==> config.mk <==
export PLATFORM = sky130hd
export DESIGN_NAME = misr_step
export DESIGN_NICKNAME = d
export VERILOG_FILES = /design/src/rtl/misr_step.sv
export SDC_FILE = /design/constraint.sdc
export NUM_CORES = 1
export LEC_CHECK = 0
export ABC_CLOCK_PERIOD_IN_PS = 800
export BUFFER_PORTS_ARGS = -buffer_cell sky130_fd_sc_hd__buf_2
export CORE_UTILIZATION = 18
export DETAILED_ROUTE_END_ITERATION = 7
export PLACE_DENSITY_LB_ADDON = 0.05
export REMOVE_ABC_BUFFERS = 1
export SLEW_MARGIN = 20
export SYNTH_ARGS = -nofsm -noshare
export SYNTH_HDL_FRONTEND = slang
export SYNTH_SLANG_ARGS = --single-unit
==> constraint.sdc <==
create_clock -name vclk -period 0.8
set_clock_uncertainty 0.15 [all_clocks]
set_input_delay 0.08 -clock vclk [all_inputs]
set_output_delay 0.08 -clock vclk [all_outputs]
set_load 0.05 [all_outputs]
==> src/rtl/misr_step.sv <==
// One combinational Galois MISR step: folds one data word into the signature.
module misr_step #(
    parameter int unsigned      WIDTH = 39,
    parameter logic [WIDTH-1:0] TAP   = '0
) (
    input  logic [WIDTH-1:0] sig_i,
    input  logic [WIDTH-1:0] data_i,
    output logic [WIDTH-1:0] nxt_o
);

    logic fb;

    assign fb = sig_i[WIDTH-1];

    // TAP[0] is ignored: bit 0 always takes the feedback bit directly.
    always_comb begin
        nxt_o    = '0;
        nxt_o[0] = fb ^ data_i[0];
        for (int i = 1; i < WIDTH; i++) begin
            nxt_o[i] = sig_i[i-1] ^ data_i[i] ^ (TAP[i] & fb);
        end
    end

endmodule

==> flow_metrics.env, run 1 <==
export IMPL_status="complete, but fails checks"
export IMPL_violations="negative setup slack"
export IMPL_die_x_um=45.56
export IMPL_placedCellCount=181
export IMPL_drv_cap=0
export IMPL_drtIter0Drc=3
export IMPL_seq_area_sq_um=0
export IMPL_grt_pass1_vias=502
export IMPL_dieArea_sq_um=2076
export IMPL_hold_viol_final=0
export IMPL_grt_pass1_wl_mm=1.876
export IMPL_nets=236
export IMPL_worst_ep_required_time_ps=570
export IMPL_syn_inst=39
export IMPL_fmax_ghz=1.242
export IMPL_cts_setup_buffers=0
export IMPL_viasPerCell=3.812
export IMPL_path_class="in2out"
export IMPL_power_density_nw_per_um2=1250
export IMPL_drt_pass1_iter_count=2
export IMPL_place_ws_ps=-64.47
export IMPL_critical_path_arrival_ps=580
export IMPL_design_power_total_w=0.001469
export IMPL_crit_path_end="nxt_o[33]"
export IMPL_drive_above_1_share_pct=78.21
export IMPL_cp_start_kind="primary input"
export IMPL_antenna_found_initial=0
export IMPL_start_util_pct=19.57
export IMPL_setup_viol=1
export IMPL_io_buffers=117
export IMPL_worst_slack_ps=-5.435
export IMPL_placed_cell_area_sq_um=958.4
export IMPL_path_max_fanout=1
export IMPL_hpwl_mm=1.429
export IMPL_tightestPinTransition_ps=164.2
export IMPL_worst_ir_drop_vdd_uv=705.3
export IMPL_ant_nets=0
export IMPL_io_pins=117
export IMPL_wl_per_cell_um=9.702
export IMPL_ys_types=1
export IMPL_min_path_cells=3
export IMPL_grt_overflow=0
export IMPL_final_cells=181
export IMPL_synth_area_sq_um=341.6
export IMPL_hold_buffers=0
export IMPL_leakagePower_nw=0.6952
export IMPL_vias=690
export IMPL_area_delta_synth_final_pct=244.0
export IMPL_fillers=148
export IMPL_period_needed_ps=805.4
export IMPL_design_area_sq_um=1175
export IMPL_syn_avg_cell_area_sq_um=8.758
export IMPL_core_area_sq_um=1745
export IMPL_synth_seq_area_share_pct=0
export IMPL_nClkBuffers=0
export IMPL_n_antenna_cell=0
export IMPL_fp_dieH_um=45.56
export IMPL_wl_mm=1.756
export IMPL_crit_path_start="data_i[33]"
export IMPL_grt_start_max_net_pins=2
export IMPL_finalCritPeriodShare_pct=100.7
export IMPL_yosysWarnings=0
export IMPL_slew_violations=0
export IMPL_fin_util_pct=67.31
export IMPL_slew_headroom_pct=89.01
export IMPL_gp_congestion=0.5968
export IMPL_row_count=15
export IMPL_remaining_drc_errors=0
export IMPL_grt_total_usage_pct=11.57
export IMPL_design_seq_count=0
export IMPL_crit_path_end_kind="output pin"
export IMPL_hold_path_class="in2out"
-- through the flow --
| step | hold WS [ps] | setup TNS (ps) |
|---|---|---|
| final | 310.2 | -5.435 |
| after global routing | 319.4 | -69.43 |
| after CTS | 325.2 | 0 |
| after detailed placement | 342.6 | -741.3 |
| after global placement | 341.5 | -484.4 |
| after floorplan | 277.7 | -10420 |
-- cell usage after synthesis --
library cell | count | area [sq um]
xor2_1 | 39 | 341.6
-- worst max-delay path, cell delays in order --
cell    delay, ps
buf_2          90
xor2_1        180
buf_4         230
-- placed cells by master (no fill, tap or decap) --
| cell type | instances |
|---|---|
| xor2_2 | 5 |
| xor2_1 | 34 |
| buf_2 | 65 |
| buf_6 | 13 |
| buf_4 | 39 |
-- cell type report --
type	count	area, sq um	area share, %
repair buffers	117	764.5	65.07
well taps	25	31.28	2.662
multi-input cells	39	379.1	32.27
-- cell families (layout without fill, tap and decap cells) --
kind of cell / Yosys count / count (layout) / synth area share (%)
buffers and inverters: 0 / 117 / 0
xor gates and xnor gates: 39 / 39 / 100.0
-- what timing repair did --
item / 4_1_cts / 5_1_grt
pin swaps: 1 / 8
setup endpoints to repair: 39 / 11
resized for setup: 40 / 17
-- routing by layer --
metal / share of wire, % / global-route usage, % / vias to the layer above / routed length (um)
li1: - / - / 346 / -
met1: 27 / 9.882 / 291 / 475
met2: 62 / 28.29 / 53 / 1081
met3: 11 / 0.3968 / 0 / 199
met4: 0 / 0 / 0 / 0
met5: 0 / 0 / - / 0
-- where the power goes --
part	total [W]	switching, W	internal [W]
Clock	0	0	0
Combinational	0.00147	0.000956	0.000513
Sequential	0	0	0
Total	0.00147	0.000956	0.000513
-- worst min path at each step --
| stage | slack [ps] | startpoint | endpoint |
|---|---|---|---|
| finish | 310 | data_i[32] | nxt_o[32] |
| global route | 320 | sig_i[18] | nxt_o[19] |
| CTS | 330 | sig_i[14] | nxt_o[15] |
| detailed placement | 340 | sig_i[14] | nxt_o[15] |
| global placement | 340 | sig_i[27] | nxt_o[28] |
| floorplan | 280 | sig_i[38] | nxt_o[0] |
Power figures use the tool's default switching activity.
==> run 2: changes to the inputs <==
Settings changed: ABC_CLOCK_PERIOD_IN_PS 800 to 970, CORE_AREA set to 2 2 46 48, CORE_UTILIZATION 18 to unset, DIE_AREA set to 0 0 48 50, MAX_ROUTING_LAYER set to met4.
Clock period 0.8 ns to 0.97 ns, I/O delays scaled along.
==> flow_metrics.env, run 2 (synthesis results as in run 1) <==
export IMPL_io_buffers=117
export IMPL_rsz0062_at_grt="false"
export IMPL_place_ws_ps=70.41
export IMPL_grt_start_max_net_pins=2
export IMPL_status="completed"
export IMPL_cp_start_kind="primary input"
export IMPL_drive_above_1_share_pct=75.00
export IMPL_placedCellCount=183
export IMPL_die_x_um=48
export IMPL_hold_buffers=0
export IMPL_area_delta_synth_final_pct=181.3
export IMPL_n_antenna_cell=0
export IMPL_hold_viol_final=0
export IMPL_grt_total_usage_pct=11.81
export IMPL_slew_headroom_pct=83.13
export IMPL_core_area_sq_um=1902
export IMPL_row_count=16
export IMPL_wl_per_cell_um=8.530
export IMPL_io_pins=117
export IMPL_min_path_cells=3
export IMPL_start_util_pct=17.96
export IMPL_drv_cap=0
export IMPL_hpwl_mm=1.525
export IMPL_remaining_drc_errors=0
export IMPL_fmax_ghz=1.135
export IMPL_dieArea_sq_um=2400
export IMPL_tightestPinTransition_ps=254.9
export IMPL_fillers=193
export IMPL_grt_overflow=0
export IMPL_dr_wl_met3_um=146
export IMPL_nets=236
export IMPL_path_max_fanout=1
export IMPL_cts_resized=0
export IMPL_period_needed_ps=880.9
export IMPL_drt_pass1_iter_count=1
export IMPL_slew_violations=0
export IMPL_nClkBuffers=0
export IMPL_finalCritPeriodShare_pct=90.81
export IMPL_grt_pass1_wl_mm=2.159
export IMPL_vias=667
export IMPL_wl_mm=1.561
export IMPL_final_cell_mix="buf_2 (117), xor2_1 (39)"
export IMPL_m1WireLength_um=436
export IMPL_worst_ir_drop_vdd_uv=510.3
export IMPL_ant_nets=0
export IMPL_crit_path_end_kind="output pin"
export IMPL_design_seq_count=0
export IMPL_multiInputGateArea_sq_um=341.6
export IMPL_power_density_nw_per_um2=1093
export IMPL_setup_viol=0
export IMPL_cts_setup_buffers=0
export IMPL_antenna_found_initial=0
export IMPL_hold_path_class="in2out"
export IMPL_top_layer_used="met3"
export IMPL_critical_path_arrival_ps=630
export IMPL_grt_pass1_vias=562
export IMPL_final_common_cell="buf_2"
export IMPL_leakagePower_nw=0.6271
export IMPL_drtIter0Drc=0
export IMPL_fp_dieH_um=50
export IMPL_path_class="in2out"
export IMPL_wl_met2_um=978
export IMPL_final_cells=183
export IMPL_viasPerCell=3.645
export IMPL_worst_ep_required_time_ps=720
export IMPL_seq_area_sq_um=0
export IMPL_gp_congestion=0.6388
export IMPL_worst_slack_ps=89.11
==> run 2: cell counts in the layout (fill, tap and decap cells not counted) <==
Identical to the previous run, type by type.
==> run 2: final timing paths <==
kind / from / slack [ps] / to
worst max-delay path: data_i[30] / 90 / nxt_o[30]
worst min-delay path: sig_i[34] / 380 / nxt_o[35]
==> run 2: routing by layer <==
layer,vias up,GRT usage [%]
met1,271,10.00
li1,351,-
met4,0,0
met3,0,0
met2,45,26.67
met5,-,-
==> run 2: per-stage QoR <==
stage                     setup TNS [ps]  area (sq um)  total power (W)  util [%]  hold slack (ps)
after floorplan                    -5114         341.6        0.0007171         -            311.7
after global placement                 0         960.9         0.001051     50.53            375.1
after detailed placement               0         960.9         0.001057     50.53            376.9
after CTS                              0         960.9         0.001058     50.53            376.9
after global routing                   0         960.9         0.001105     50.53            382.8
final                                  0         960.9         0.001050     50.53            375.8
==> run 2: area by class of cell <==
class,count,share of cell area [%]
multi-input cells,39,35.55
repair buffers,117,60.94
well taps,27,3.516
==> run 2: critical path, stage by stage <==
cell and delay [ps]:
buf_2 100, xor2_1 150, buf_2 280
==> run 2: power by group <==
group	total [W]	internal [W]	switching (W)
combinational	0.00105	0.000286	0.000764
sequential	0	0	0
clock	0	0	0
